**src/rtl/shm_pkg.sv**
```systemverilog
`default_nettype none
// ============================================================================
// Module      : shm_pkg
// Description : Shared Scroll Hat Mini geometry and LED index mapping.
// Revision    : 1.0
// ============================================================================
package shm_pkg;

    localparam int SHM_NUM_COLS = 17;
    localparam int SHM_NUM_ROWS = 7;
    localparam int SHM_NUM_LEDS = SHM_NUM_COLS * SHM_NUM_ROWS;

    // Column-major-within-row layout used by the display updater.
    function automatic int unsigned shm_led_index(input int unsigned col, input int unsigned row);
        return col + SHM_NUM_COLS * row;
    endfunction

endpackage
`default_nettype wire

```
**src/rtl/shm_column_scroller_if.sv**
```systemverilog
`default_nettype none
// ============================================================================
// Module      : shm_column_scroller_if
// Description : Column input stream and frame output handshake.
// Revision    : 1.0
// ============================================================================
interface shm_column_scroller_if
    import shm_pkg::*;
#(
    parameter int NUM_COLS = SHM_NUM_COLS,
    parameter int NUM_ROWS = SHM_NUM_ROWS
);
    logic                         col_valid;
    logic [NUM_ROWS-1:0]          col_data;
    logic                         col_ready;
    logic [NUM_COLS*NUM_ROWS-1:0] frame;
    logic                         frame_valid;
    logic                         frame_ready;

    // master: column source / frame consumer; slave: the scroller
    modport master (
        output col_valid, col_data, frame_ready,
        input  col_ready, frame, frame_valid
    );
    modport slave (
        input  col_valid, col_data, frame_ready,
        output col_ready, frame, frame_valid
    );
endinterface
`default_nettype wire

```
**src/rtl/shm_col_fifo.sv**
```systemverilog
`default_nettype none
// ============================================================================
// Module      : shm_col_fifo
// Description : Synchronous first-word-fall-through FIFO for LED columns.
// Revision    : 1.0
// ============================================================================
module shm_col_fifo #(
    parameter int WIDTH = 7,
    parameter int DEPTH = 32
) (
    input  wire logic                       clk,
    input  wire logic                       reset,
    input  wire logic                       push,
    input  wire logic                       pop,
    input  wire logic                       clear,
    input  wire logic [WIDTH-1:0]           din,
    output logic      [WIDTH-1:0]           dout,
    output logic                            full,
    output logic                            empty,
    output logic      [$clog2(DEPTH+1)-1:0] count
);
    localparam int c_aw = $clog2(DEPTH);
    localparam int c_cw = $clog2(DEPTH + 1);

    logic [WIDTH-1:0] mem_q [DEPTH];
    logic [c_aw-1:0]  wr_ptr_q;
    logic [c_aw-1:0]  rd_ptr_q;
    logic [c_cw-1:0]  count_q;

    // Pointers wrap naturally because DEPTH is a power of two.
    always_ff @(posedge clk) begin
        if (reset || clear) begin
            wr_ptr_q <= '0;
            rd_ptr_q <= '0;
            count_q  <= '0;
        end else begin
            if (push) wr_ptr_q <= wr_ptr_q + 1'b1;
            if (pop)  rd_ptr_q <= rd_ptr_q + 1'b1;
            case ({push, pop})
                2'b10:   count_q <= count_q + 1'b1;
                2'b01:   count_q <= count_q - 1'b1;
                default: count_q <= count_q;
            endcase
        end
    end

    always_ff @(posedge clk) begin
        if (push && !clear && !reset) mem_q[wr_ptr_q] <= din;
    end

    assign dout  = mem_q[rd_ptr_q];
    assign full  = (count_q == c_cw'(DEPTH));
    assign empty = (count_q == '0);
    assign count = count_q;

endmodule
`default_nettype wire

```
**src/rtl/shm_column_scroller.sv**
```systemverilog
`default_nettype none
// ============================================================================
// Module      : shm_column_scroller
// Description : Queues LED columns and scrolls them leftward through a frame.
// Revision    : 1.0
// ============================================================================
module shm_column_scroller
    import shm_pkg::*;
#(
    parameter int NUM_COLS   = SHM_NUM_COLS,
    parameter int NUM_ROWS   = SHM_NUM_ROWS,
    parameter int FIFO_DEPTH = 32,
    parameter int TICK_DIV   = 5_000_000,
    parameter int PAD_BLANK  = 1
) (
    input  wire logic                            clk,
    input  wire logic                            reset,
    input  wire logic                            enable,
    input  wire logic                            flush,
    shm_column_scroller_if.slave                 bus,
    output logic [$clog2(FIFO_DEPTH+1)-1:0]      fifo_count,
    output logic                                 idle
);
    localparam int                c_cnt_w  = $clog2(TICK_DIV);
    localparam logic [c_cnt_w-1:0] c_reload = c_cnt_w'(TICK_DIV - 1);

    logic [c_cnt_w-1:0]           cnt_q, cnt_d;
    logic                         tick_due_q, tick_due_d;
    logic [NUM_COLS*NUM_ROWS-1:0] frame_q, frame_d;
    logic                         frame_valid_q, frame_valid_d;

    logic                w_fifo_full;
    logic                w_fifo_empty;
    logic [NUM_ROWS-1:0] w_fifo_head;
    logic [NUM_ROWS-1:0] w_col_in;
    logic                w_push, w_pop, w_tick, w_shift, w_advance, w_xfer;

    assign w_tick    = enable && (cnt_q == '0);
    assign w_shift   = tick_due_q && (!frame_valid_q || bus.frame_ready);
    assign w_advance = w_shift && (!w_fifo_empty || (PAD_BLANK != 0));
    assign w_xfer    = frame_valid_q && bus.frame_ready;
    assign w_push    = bus.col_valid && !w_fifo_full && !flush;
    assign w_pop     = w_shift && !w_fifo_empty && !flush;
    assign w_col_in  = w_fifo_empty ? '0 : w_fifo_head;

    shm_col_fifo #(
        .WIDTH (NUM_ROWS),
        .DEPTH (FIFO_DEPTH)
    ) u_fifo (
        .clk   (clk),
        .reset (reset),
        .push  (w_push),
        .pop   (w_pop),
        .clear (flush),
        .din   (bus.col_data),
        .dout  (w_fifo_head),
        .full  (w_fifo_full),
        .empty (w_fifo_empty),
        .count (fifo_count)
    );

    always_comb begin
        cnt_d         = cnt_q;
        tick_due_d    = tick_due_q;
        frame_d       = frame_q;
        frame_valid_d = frame_valid_q;

        if (enable) cnt_d = (cnt_q == '0) ? c_reload : cnt_q - 1'b1;

        // A fresh tick landing on the consuming shift stays pending.
        if (w_shift) tick_due_d = 1'b0;
        if (w_tick)  tick_due_d = 1'b1;

        if (w_advance) begin
            for (int r = 0; r < NUM_ROWS; r++) begin
                for (int c = 0; c < NUM_COLS - 1; c++) begin
                    frame_d[c + NUM_COLS*r] = frame_q[c + 1 + NUM_COLS*r];
                end
                frame_d[NUM_COLS - 1 + NUM_COLS*r] = w_col_in[r];
            end
            frame_valid_d = 1'b1;
        end else if (w_xfer) begin
            frame_valid_d = 1'b0;
        end

        if (flush) begin
            cnt_d         = c_reload;
            tick_due_d    = 1'b0;
            frame_d       = '0;
            frame_valid_d = 1'b1;
        end
    end

    always_ff @(posedge clk) begin
        if (reset) begin
            cnt_q         <= c_reload;
            tick_due_q    <= 1'b0;
            frame_q       <= '0;
            frame_valid_q <= 1'b0;
        end else begin
            cnt_q         <= cnt_d;
            tick_due_q    <= tick_due_d;
            frame_q       <= frame_d;
            frame_valid_q <= frame_valid_d;
        end
    end

    assign bus.col_ready   = !w_fifo_full;
    assign bus.frame       = frame_q;
    assign bus.frame_valid = frame_valid_q;
    assign idle            = w_fifo_empty && !frame_valid_q;

endmodule
`default_nettype wire

```
**src/flat_wrapper.sv**
```systemverilog
// flat-port wrapper written by rule: the top's interface ports become plain ports
module shm_column_scroller_flat import shm_pkg::*;
#(
    parameter int NUM_COLS   = SHM_NUM_COLS,
    parameter int NUM_ROWS   = SHM_NUM_ROWS,
    parameter int FIFO_DEPTH = 32,
    parameter int TICK_DIV   = 5_000_000,
    parameter int PAD_BLANK  = 1
)
  (clk, reset, enable, flush, fifo_count, idle, bus_col_valid, bus_col_data, bus_frame_ready, bus_col_ready, bus_frame, bus_frame_valid);
  shm_column_scroller_if #(.NUM_COLS(NUM_COLS), .NUM_ROWS(NUM_ROWS)) bus_i ();
  input  wire logic clk;
  input  wire logic reset;
  input  wire logic enable;
  input  wire logic flush;
  output logic [$clog2(FIFO_DEPTH+1)-1:0] fifo_count;
  output logic idle;
  input wire logic [$bits(bus_i.col_valid)-1:0] bus_col_valid;
  input wire logic [$bits(bus_i.col_data)-1:0] bus_col_data;
  input wire logic [$bits(bus_i.frame_ready)-1:0] bus_frame_ready;
  output wire logic [$bits(bus_i.col_ready)-1:0] bus_col_ready;
  output wire logic [$bits(bus_i.frame)-1:0] bus_frame;
  output wire logic [$bits(bus_i.frame_valid)-1:0] bus_frame_valid;
  assign bus_i.col_valid = bus_col_valid;
  assign bus_i.col_data = bus_col_data;
  assign bus_i.frame_ready = bus_frame_ready;
  assign bus_col_ready = bus_i.col_ready;
  assign bus_frame = bus_i.frame;
  assign bus_frame_valid = bus_i.frame_valid;
  shm_column_scroller #(.NUM_COLS(NUM_COLS), .NUM_ROWS(NUM_ROWS), .FIFO_DEPTH(FIFO_DEPTH), .TICK_DIV(TICK_DIV), .PAD_BLANK(PAD_BLANK)) u_core (.clk(clk), .reset(reset), .enable(enable), .flush(flush), .bus(bus_i), .fifo_count(fifo_count), .idle(idle));
endmodule
```
**config.mk**
```make
export PLATFORM = sky130hd
export DESIGN_NAME = shm_column_scroller_flat
export DESIGN_NICKNAME = d
export VERILOG_FILES = /design/src/rtl/shm_pkg.sv /design/src/rtl/shm_column_scroller_if.sv /design/src/rtl/shm_col_fifo.sv /design/src/rtl/shm_column_scroller.sv /design/src/flat_wrapper.sv
export SDC_FILE = /design/constraint.sdc
export NUM_CORES = 1
export LEC_CHECK = 0
export ABC_AREA = 0
export BUFFER_PORTS_ARGS = -buffer_cell sky130_fd_sc_hd__buf_4
export CAP_MARGIN = 30
export CORE_AREA = 5 5 175 177
export CTS_CLUSTER_DIAMETER = 50
export DETAILED_ROUTE_END_ITERATION = 12
export DIE_AREA = 0 0 180 182
export PLACE_DENSITY = 0.84
export SLEW_MARGIN = 10
export SYNTH_ARGS = -nofsm -noshare
export SYNTH_HDL_FRONTEND = slang
export SYNTH_SLANG_ARGS = --single-unit
```
**constraint.sdc**
```tcl
create_clock -name clk -period 3 [get_ports clk]
set_input_delay 0.45 -clock clk [delete_from_list [all_inputs] [get_ports clk]]
set_output_delay 0.45 -clock clk [all_outputs]
set_load 0.05 [all_outputs]
```
==> results of run 1 <==
-- report_power, final --
| group | leakage (nW) | switching, W | internal [W] | total (W) |
|---|---|---|---|---|
| Sequential | 3.35 | 0.00000528 | 0.00564 | 0.00564 |
| Combinational | 2.00 | 0.000133 | 0.0000381 | 0.000171 |
| Clock | 0.583 | 0.00192 | 0.00256 | 0.00448 |
| Total | 5.93 | 0.00206 | 0.00823 | 0.0103 |
-- layout by cell type (no fill, tap or decap), types with 15 or more instances in the layout --
cell         n
a211oi_1    15
nor2_1      79
mux2i_1     16
buf_4      177
edfxtp_1   224
dfxtp_1    157
a21oi_1    133
nand2_1    264
mux4_2      37
xnor2_1     22
clkbuf_16   39
o22ai_1     18
-- timing repair --
item,CTS,global route
endpoints found under the hold margin,0,0
endpoints found under the setup margin,0,2
setup buffers,0,1
gates resized for setup,0,4
-- registers in the layout (all words and copies together) (netlist names), named ones only --
name	count
u_core.bus.frame	119
u_core.bus.frame_valid	1
u_core.cnt_q	23
u_core.tick_due_q	1
u_core.u_fifo.count	6
u_core.u_fifo.mem_q	224
u_core.u_fifo.rd_ptr_q	5
u_core.u_fifo.wr_ptr_q	5
-- cells by family after synthesis --
group | Yosys count | share of synthesized area
simple gates | 426 | 0.122
flops | 389 | 0.663
compound gates | 207 | 0.0820
buf+inv | 85 | 0.0245
mux | 69 | 0.0796
xor+xnor | 32 | 0.0185
fa+ha+maj | 12 | 0.0104
-- worst register-to-register path: stages, from the launching register on --
cell and delay, ns:
dfxtp_4 0.36, or4_4 0.54, or2_4 0.25, nand3_2 0.10
ha_4 0.18, buf_4 0.12, ha_1 0.22, a21o_1 0.21
a21oi_1 0.25, o311ai_0 0.23, xnor2_1 0.21, nor2_1 0.06
-- metrics by stage --
step | power, W | hold slack, ns | utilization | instance area, um2 | std cells
detailed placement | 0.00593 | 0.450 | 0.574 | 16700 | 1717
global route | 0.0106 | 0.133 | 0.616 | 17900 | 1788
floorplan | 0.00583 | 0.439 | - | 15100 | 1220
CTS | 0.0104 | 0.119 | 0.615 | 17900 | 1786
finish | 0.0103 | 0.134 | 0.616 | 17900 | 1788
global placement | 0.00592 | 0.442 | 0.574 | 16700 | 1717
-- area by class of cell --
| type | count | area (um2) | share of cell area |
|---|---|---|---|
| clock inverter | 19 | 123 | 0.00685 |
| clock buffer | 50 | 1050 | 0.0585 |
| tap | 390 | 488 | 0.0272 |
| multi-input combinational | 746 | 4760 | 0.266 |
| sequential | 389 | 10000 | 0.561 |
| inverter | 13 | 48.8 | 0.00272 |
| timing repair buffer | 181 | 1390 | 0.0778 |
-- worst paths after layout --
| kind | to | cells past startpoint | from | slack, ns |
|---|---|---|---|---|
| worst max-delay path | u_core.u_fifo.count[5] | 11 | u_core.u_fifo.count[0] | 0.14 |
| worst min-delay path | u_core.bus.frame_valid | 2 | reset | 0.13 |
| worst max register to register | u_core.u_fifo.count[5] | 11 | u_core.u_fifo.count[0] | 0.14 |
| worst min register to register | u_core.bus.frame[85] | 2 | u_core.bus.frame[85] | 0.46 |
-- metal layers --
metal	up-vias	routed length, um	global-route usage
met4	0	1010	0.0625
met2	483	17700	0.363
met5	-	0	0
met1	5103	13800	0.269
li1	4731	-	-
met3	80	2910	0.0405
==> impl_summary.txt, run 1 <==
----------------------------------------------------
[Outcome]
  Status ... finished clean

[GRT]
  Total routing usage reported by global routing ... 0.209
  Global-route wire length before repair ... 55500 um
  Largest net degree at the start of global routing ... 87
  Antenna violations before repair ... 0
  Congestion Overflow GR ... 0
  Number of global-route vias before repair ... 10077

[CTS]
  Clock tree from TritonCTS ... done
  Maximum buffer depth of the clock tree ... 3
  Maximum level of the CTS H-tree ... 2
  Post-CTS Hold Buffers ... 0
  Root cell of the clock tree ... clkbuf_16
  Num CTS Buffers ... 39
  Clock-pin slew on the worst setup and hold paths ... 0.06 ns
  Worst-skew pair later-pin latency ... 0.52 ns
  Number of clock sinks ... 389

[Final layout]
  Number of fill cells ... 2068
  Nets@finish ... 1395
  Synthesis-to-finish area growth ... 18.5%
  Total inserted antenna cells ... 0
  Fraction of final layout cells sized beyond drive strength 1 ... 0.226

[Setup path]
  Largest fanout of any net on the critical path ... 8
  Arrival time of the worst setup path ... 3.25 ns
  Cell-by-cell listing of the critical path ... or4_4 > or2_4 > nand3_2 > ha_4 > buf_4 > ha_1 > a21o_1 > a21oi_1 > o311ai_0 > xnor2_1 > nor2_1
  Kind of cell adding the most delay to the critical path ... simple AND/OR/NAND/NOR gates
  CP bufs+invs ... 1
  Setup crit start kind ... flip-flop
  CP endpoint kind ... flip-flop
  Critical path class ... flip-flop to flip-flop
  Maximum cell stage delay along the critical path ... 0.54 ns
  Required time of the worst setup path ... 3.38 ns
  Master of the slowest instance on the critical path ... or4_4

[Die]
  Die Y-Extent ... 182 um
  Core area ... 29100 um2
  Die X-Extent ... 180 um
  Initial standard-cell utilization of the core ... 0.520
  I/O pin total ... 141
  Area of the die ... 32800 um2
  # rows ... 63

[Synth]
  Most used standard cells in the synthesized netlist ... nand2_1 (265), edfxtp_1 (224), dfxtp_1 (165)
  Area share of the largest cell type after synthesis ... 0.445
  Synth Instances ... 1220
  Largest cells by area after synthesis ... edfxtp_1 (44%), dfxtp_1 (22%), nand2_1 (6.6%)
  Ys async rst share ... 0
  Prevailing post-synth register cell ... edfxtp_1
  Post-synth cell types ... 62
  Total nets after synthesis ... 1245
  Post-synthesis instance area ... 15100 um2
  Avg Synthesized Cell Area ... 12.4 um2
  Top-count cell post-synth ... nand2_1
  Count of warnings emitted by yosys ... 0
  Count of flip-flops with a built-in enable after synthesis ... 224
  Number of register bits inferred by synthesis ... 389
  Sequential cell area fraction in the yosys report ... 0.663
  Synth area leader ... edfxtp_1

[STA]
  Final setup viols ... 0
  Post-route fraction of the period consumed by the critical path ... 0.954
  Max Clk Rate ... 0.349 GHz
  Number of max-slew violations in the final report ... 0
  Time the worst path needs with I/O delays and setup ... 2.86 ns
  Least-Margin Pin Slew ... 0.863 ns
  RSZ-0062 raised after global routing ... no
  Number of endpoints with negative hold slack in the final report ... 0
  Slew margin rel. ... 0.424
  Final worst slack ... 0.137 ns
  Summed negative setup slack over all endpoints ... 0 ns
  Layout Skew ... 0.0185 ns

[Routing]
  Router iterations before antenna repair ... 7
  Detailed Route WL ... 35400 um
  Via-to-Cell Ratio ... 5.81
  Per-cell routed wire length ... 19.8 um
  Count of vias placed by the detailed router ... 10397
  Number of nets still failing antenna checks after routing ... 0
  DRC ... 0
  DRT iter0 DRCs ... 919

[Placement]
  Routability cong. ... 0.825
  Setup WS pre-CTS ... 0.0593 ns
  Input/output buffers ... 140
  Half-perimeter wire length after placement ... 22800 um

[Power and ir drop]
  Leak pwr ... 5.93 nW
  Peak VDD IR ... 387 uV
  Cell area power density ... 574 nW/um2

[Hold path]
  Worst min-delay path class ... input pin to flip-flop

[Run]
  Max-cap check violation count ... 0

----------------------------------------------------
No activity file was read; power rests on OpenSTA's default activity.
==> inputs of run 2 (changes only) <==
--- a/config.mk
+++ b/config.mk
@@ -8,11 +8,13 @@
 export ABC_AREA = 0
 export BUFFER_PORTS_ARGS = -buffer_cell sky130_fd_sc_hd__buf_4
 export CAP_MARGIN = 30
-export CORE_AREA = 5 5 175 177
+export CELL_PAD_IN_SITES_DETAIL_PLACEMENT = 1
+export CELL_PAD_IN_SITES_GLOBAL_PLACEMENT = 1
+export CORE_AREA = 5 5 174 218
 export CTS_CLUSTER_DIAMETER = 50
 export DETAILED_ROUTE_END_ITERATION = 12
-export DIE_AREA = 0 0 180 182
-export PLACE_DENSITY = 0.84
+export DIE_AREA = 0 0 179 223
+export PLACE_DENSITY = 0.83
 export SLEW_MARGIN = 10
 export SYNTH_ARGS = -nofsm -noshare
 export SYNTH_HDL_FRONTEND = slang
==> impl_summary.txt, run 2 (same netlist as run 1, synthesis figures left out) <==
----------------------------------------------------
[Final layout]
  Synthesis-to-finish area growth ... 19.8%
  Total inserted antenna cells ... 0 (unchanged)
  Fraction of final layout cells sized beyond drive strength 1 ... 0.222 (-0.00366)
  Commonest cells after routing, fill and taps aside ... nand2_1 (264), edfxtp_1 (224), buf_4 (174), dfxtp_1 (157), a21oi_1 (132)
  Top register by number of flip-flops ... u_core.u_fifo.mem_q
  Most frequent standard cell in the layout excluding fill and tap cells ... nand2_1
  Nets@finish ... 1391 (-0.29%)
  Cell Count, Final, Fillers Out ... 1874 (+4.8%)
  Number of fill cells ... 3721 (+80%)
  Largest register FFs ... 224 (unchanged)

[Outcome]
  Status ... finished clean

[STA]
  Final setup viols ... 0 (unchanged)
  Layout Skew ... 0.0293 ns (+0.0108 ns)
  Post-route fraction of the period consumed by the critical path ... 0.990 (+0.0355)
  Time the worst path needs with I/O delays and setup ... 2.97 ns (+0.107 ns)
  Least-Margin Pin Slew ... 0.908 ns (+0.0449 ns)
  Number of endpoints with negative hold slack in the final report ... 0 (unchanged)
  Slew margin rel. ... 0.395 (-0.0300)
  Max Clk Rate ... 0.337 GHz (-3.6%)
  Number of max-slew violations in the final report ... 0 (unchanged)

[Die]
  Area of the die ... 39900 um2 (+22%)
  Die X-Extent ... 179 um (-0.56%)
  Initial standard-cell utilization of the core ... 0.422 (-0.0977)
  # rows ... 78 (+24%)
  Core area ... 35800 um2 (+23%)
  Die Y-Extent ... 223 um (+23%)
  I/O pin total ... 141 (unchanged)

[Setup path]
  Largest fanout of any net on the critical path ... 8 (unchanged)
  Cell-by-cell listing of the critical path ... or4_4 > or2_4 > nand3_2 > ha_4 > inv_2 > fa_2 > nor2b_1 > o21a_1 > nor3_1 > or3b_2 > a21oi_2
  Maximum cell stage delay along the critical path ... 0.55 ns (about the same)
  CP endpoint kind ... flip-flop
  Master of the slowest instance on the critical path ... or4_4
  Critical path class ... flip-flop to flip-flop
  Required time of the worst setup path ... 3.46 ns (+0.08 ns)
  Arrival time of the worst setup path ... 3.43 ns (+0.18 ns)
  Setup crit start kind ... flip-flop

[Power and ir drop]
  Leak pwr ... 5.93 nW (about the same)
  Cell area power density ... 594 nW/um2 (+3.4%)
  Peak VDD IR ... 344 uV (-11%)
  Power, Total ... 0.0108 W (+4.6%)

[Routing]
  Router iterations before antenna repair ... 5 (-2)
  DRC ... 0 (unchanged)
  Detailed Route WL ... 40700 um (+15%)
  Count of vias placed by the detailed router ... 10220 (-1.7%)
  Number of nets still failing antenna checks after routing ... 0 (unchanged)
  Via-to-Cell Ratio ... 5.45 (-6.2%)
  Per-cell routed wire length ... 21.7 um (+9.7%)
  DRT iter0 DRCs ... 726 (-21%)

[CTS]
  Clock-pin slew on the worst setup and hold paths ... 0.06 ns (about the same)
  Worst-skew pair later-pin latency ... 0.56 ns (+0.04 ns)
  Clock tree from TritonCTS ... done
  Maximum buffer depth of the clock tree ... 3 (unchanged)
  Number of clock sinks ... 389 (unchanged)
  Num CTS Buffers ... 39 (unchanged)
  Post-CTS Hold Buffers ... 0 (unchanged)
  Root cell of the clock tree ... clkbuf_16
  Maximum level of the CTS H-tree ... 2 (unchanged)

[Run]
  Max-cap check violation count ... 0 (unchanged)

[GRT]
  Congestion Overflow GR ... 0 (unchanged)
  Number of global-route vias before repair ... 10813 (+7.3%)
  Global-route wire length before repair ... 62200 um (+12%)
  Antenna violations before repair ... 0 (unchanged)
  Total routing usage reported by global routing ... 0.199 (-0.00986)
  Largest net degree at the start of global routing ... 91 (+4.6%)

[Placement]
  Routability cong. ... 0.859 (+4.2%)
  Half-perimeter wire length after placement ... 27100 um (+19%)
  Input/output buffers ... 140 (unchanged)
  Number of cells in the design after placement ... 1802 (+5.0%)

[Hold path]
  Worst min-delay path class ... input pin to flip-flop

----------------------------------------------------
## run 2: changes by cell type in the layout (fill, tap and decap cells not counted), sizes merged
cell / delta
clkbuf: +3
inv: +1
clkinv: -9
bufinv: +4
clkinvlp: +1
buf: -4
## run 2: critical path: cells and delay by family, from the launching register on
family          cells  cell delay, ns
simple gates        6            1.57
fa+ha+maj           2            0.55
flops               1            0.36
compound gates      2            0.33
buf+inv             1            0.07
## run 2: final timing paths
check        slack (ns)                    from                      to  cells after the start
max                0.03  u_core.u_fifo.count[1]  u_core.u_fifo.count[4]                     11
min                0.13                   reset  u_core.bus.frame_valid                      2
max reg2reg        0.03  u_core.u_fifo.count[1]  u_core.u_fifo.count[4]                     11
min reg2reg        0.46    u_core.bus.frame[17]    u_core.bus.frame[17]                      2
## run 2: final cells by class
| cell class | count | area (um2) | share of cell area |
|---|---|---|---|
| Clock inverter | 16 | 254 | 0.0140 |
| Sequential cell | 389 | 10000 | 0.555 |
| Timing Repair Buffer | 177 | 1350 | 0.0746 |
| Clock buffer | 53 | 1030 | 0.0568 |
| Multi-Input combinational cell | 746 | 4780 | 0.264 |
| Tap cell | 480 | 601 | 0.0332 |
| Inverter | 13 | 48.8 | 0.00269 |
## run 2: power breakdown
part | internal, W | total [W] | switching (W)
logic | 0.0000409 | 0.000184 | 0.000143
clock network | 0.00287 | 0.00494 | 0.00206
registers | 0.00564 | 0.00564 | 0.00000490
total | 0.00855 | 0.0108 | 0.00221
## run 2: metal layers
layer  vias to the layer above  routed length, um  track usage
li1                       4701                  -            -
met1                      5150              15600        0.236
met2                       293              21400        0.360
met3                        76               2360       0.0356
met4                         0               1290       0.0684
met5                         -                  0            0
## run 2: timing repair
action / 4_1_cts / 5_1_grt
pin swaps: 0 / 3
buffers inserted: 0 / 2
resized for setup: 2 / 5
endpoints found under the setup margin: 1 / 2
## run 2: stage by stage
step | hold WS [ns] | utilization | TNS, ns | cell area (um2) | setup slack (ns)
floorplan | 0.439 | - | 0 | 15100 | 0.00468
global placement | 0.441 | 0.468 | 0 | 16800 | 0.0881
detailed placement | 0.453 | 0.468 | -0.0412 | 16800 | -0.0412
CTS | 0.106 | 0.504 | 0 | 18100 | 0.00894
global route | 0.121 | 0.506 | -0.0504 | 18100 | -0.0504
finish | 0.126 | 0.506 | 0 | 18100 | 0.0308
==> inputs of run 3 (changes only) <==
--- a/config.mk
+++ b/config.mk
@@ -14,7 +14,7 @@
 export CTS_CLUSTER_DIAMETER = 50
 export DETAILED_ROUTE_END_ITERATION = 12
 export DIE_AREA = 0 0 179 223
-export PLACE_DENSITY = 0.83
+export PLACE_DENSITY = 0.81
 export SLEW_MARGIN = 10
 export SYNTH_ARGS = -nofsm -noshare
 export SYNTH_HDL_FRONTEND = slang
==> impl_summary.txt, run 3 (same netlist as run 1, synthesis figures left out) <==
----------------------------------------------------
[Outcome]
  Status ... finished clean

[Power and ir drop]
  Cell area power density ... 602 nW/um2 (+1.2%)
  Leak pwr ... 5.95 nW (+0.30%)
  Peak VDD IR ... 403 uV (+17%)

[Final layout]
  Top register by number of flip-flops ... u_core.u_fifo.mem_q
  Largest register FFs ... 224 (unchanged)
  Fraction of final layout cells sized beyond drive strength 1 ... 0.226 (+0.00319)
  Nets@finish ... 1386 (-0.36%)
  Synthesis-to-finish area growth ... 20.0%
  Post-route core utilization ... 0.507 (+0.000978)
  Commonest cells after routing, fill and taps aside ... nand2_1 (264), edfxtp_1 (224), buf_4 (167), dfxtp_1 (157), a21oi_1 (132)
  Cell Count, Final, Fillers Out ... 1872 (-0.11%)
  Total inserted antenna cells ... 0 (unchanged)
  Summed area of non-filler cells in the final layout ... 18100 um2 (+0.19%)
  Number of fill cells ... 3727 (+0.16%)
  Most frequent standard cell in the layout excluding fill and tap cells ... nand2_1

[Setup path]
  Kind of cell adding the most delay to the critical path ... simple AND/OR/NAND/NOR gates
  Master of the slowest instance on the critical path ... or4_4
  Arrival time of the worst setup path ... 3.40 ns (-0.03 ns)
  CP startpoint ... u_core.u_fifo.count[1]
  Levels on crit path ... 11 (unchanged)
  Critical path class ... flip-flop to flip-flop
  CP bufs+invs ... 1 (unchanged)
  Setup slack, reg-to-reg ... 0.06 ns (+0.02 ns)
  Required time of the worst setup path ... 3.45 ns (about the same)
  Largest fanout of any net on the critical path ... 6 (-2)
  Setup crit start kind ... flip-flop
  Count of cells along the worst register-to-register path ... 11 (unchanged)
  Maximum cell stage delay along the critical path ... 0.56 ns (about the same)
  FF-to-FF Start ... u_core.u_fifo.count[1]
  Cell-by-cell listing of the critical path ... or4_4 > or2_4 > nand3_2 > ha_4 > inv_1 > fa_2 > nor2b_2 > o21a_1 > nor3_1 > or3b_2 > a21oi_2
  R2R Path End ... u_core.u_fifo.count[4]
  CP endpoint kind ... flip-flop
  Capturing element of the worst setup path ... u_core.u_fifo.count[4]

[STA]
  Summed negative setup slack over all endpoints ... 0 ns (unchanged)
  Slew margin rel. ... 0.427 (+0.0326)
  Final setup viols ... 0 (unchanged)
  Time the worst path needs with I/O delays and setup ... 2.94 ns (-0.0247 ns)
  Max Clk Rate ... 0.340 GHz (+0.84%)
  Layout Skew ... 0.0257 ns (-0.00354 ns)
  RSZ-0062 raised after global routing ... yes
  Least-Margin Pin Slew ... 0.856 ns (-0.0520 ns)
  Post-route fraction of the period consumed by the critical path ... 0.981 (-0.00823)
  Number of max-slew violations in the final report ... 0 (unchanged)
  Hold Slack ... 0.118 ns (-0.00781 ns)
  Number of endpoints with negative hold slack in the final report ... 0 (unchanged)

[GRT]
  Congestion Overflow GR ... 0 (unchanged)
  Total routing usage reported by global routing ... 0.193 (-0.00620)
  Largest net degree at the start of global routing ... 76 (-16%)
  Antenna violations before repair ... 0 (unchanged)
  Global-route wire length before repair ... 60100 um (-3.4%)
  Number of global-route vias before repair ... 10574 (-2.2%)

[Hold path]
  Beginning of the worst hold path ... reset
  Worst min-delay path class ... input pin to flip-flop

[Placement]
  Half-perimeter wire length after placement ... 26000 um (-4.0%)
  Cell Area, Placed ... 16700 um2 (-0.31%)
  Routability cong. ... 0.853 (-0.74%)
  Input/output buffers ... 140 (unchanged)
  Number of cells in the design after placement ... 1795 (-0.39%)

[Routing]
  Via-to-Cell Ratio ... 5.41 (-0.80%)
  Per-cell routed wire length ... 21.2 um (-2.4%)
  Router iterations before antenna repair ... 5 (unchanged)
  Number of nets still failing antenna checks after routing ... 0 (unchanged)
  Count of vias placed by the detailed router ... 10127 (-0.91%)
  DRC ... 0 (unchanged)
  DRT iter0 DRCs ... 713 (-1.8%)
  Detailed Route WL ... 39700 um (-2.5%)

[Die]
  Die Y-Extent ... 223 um (unchanged)
  I/O pin total ... 141 (unchanged)
  # rows ... 78 (unchanged)
  Die X-Extent ... 179 um (unchanged)
  Core area ... 35800 um2 (unchanged)
  Area of the die ... 39900 um2 (unchanged)
  Initial standard-cell utilization of the core ... 0.422 (unchanged)

[CTS]
  Maximum level of the CTS H-tree ... 2 (unchanged)
  Clock tree from TritonCTS ... done
  Maximum buffer depth of the clock tree ... 3 (unchanged)
  Root cell of the clock tree ... clkbuf_16
  Num CTS Buffers ... 41 (+5.1%)
  Number of clock sinks ... 389 (unchanged)
  Clock-pin slew on the worst setup and hold paths ... 0.06 ns (about the same)
  Worst-skew pair later-pin latency ... 0.55 ns (about the same)

[Run]
  Max-cap check violation count ... 0 (unchanged)

----------------------------------------------------
-- run 3: cell count changes in the layout (fill, tap and decap cells not counted), sizes merged --
cell and delta:
buf -7, clkbuf +4, clkinv +4, bufinv -2
clkinvlp -1
-- run 3: layout make-up --
class,instances,area (um2),share of cell area
Clock buffer,57,1190,0.0655
Clock inverter,17,173,0.00952
Inverter,13,48.8,0.00269
Multi-Input combinational cell,746,4790,0.264
Sequential cell,389,10000,0.554
Tap cell,480,601,0.0331
Timing Repair Buffer,170,1300,0.0716
-- run 3: per-layer routing --
| layer | vias to the layer above | share of wire | routed length, um | global-route usage |
|---|---|---|---|---|
| met5 | - | 0 | 0 | 0 |
| met3 | 82 | 0.062 | 2480 | 0.0351 |
| met1 | 5043 | 0.38 | 15200 | 0.231 |
| met4 | 0 | 0.033 | 1310 | 0.0651 |
| li1 | 4686 | - | - | - |
| met2 | 316 | 0.52 | 20700 | 0.347 |
-- run 3: where the power goes --
part           internal (W)  total [W]  switching (W)
Clock               0.00303    0.00509        0.00206
Sequential          0.00564    0.00564     0.00000466
Combinational     0.0000394   0.000180       0.000141
Total               0.00871     0.0109        0.00221
-- run 3: metrics by stage --
| step | total power [W] | setup WS, ns |
|---|---|---|
| 2_1_floorplan | 0.00583 | 0.00468 |
| 3_3_place_gp | 0.00593 | 0.0732 |
| 3_5_place_dp | 0.00594 | -0.0561 |
| 4_1_cts | 0.0110 | 0.00886 |
| 5_1_grt | 0.0113 | -0.0250 |
| 6_report | 0.0109 | 0.0555 |
-- run 3: worst min-delay path by stage --
stage                                   endpoint  depth (start not counted)
after floorplan                  u_core.cnt_q[5]                          2
after global placement      u_core.bus.frame[85]                          2
after detailed placement    u_core.bus.frame[17]                          2
after CTS                 u_core.bus.frame_valid                          2
after global routing      u_core.bus.frame_valid                          2
final                     u_core.bus.frame_valid                          2
-- run 3: what timing repair did --
action                     CTS  global route
gates cloned                 0             0
setup buffers                0             2
hold buffers                 0             0
resized for setup            3             4
setup endpoints to repair    1             2
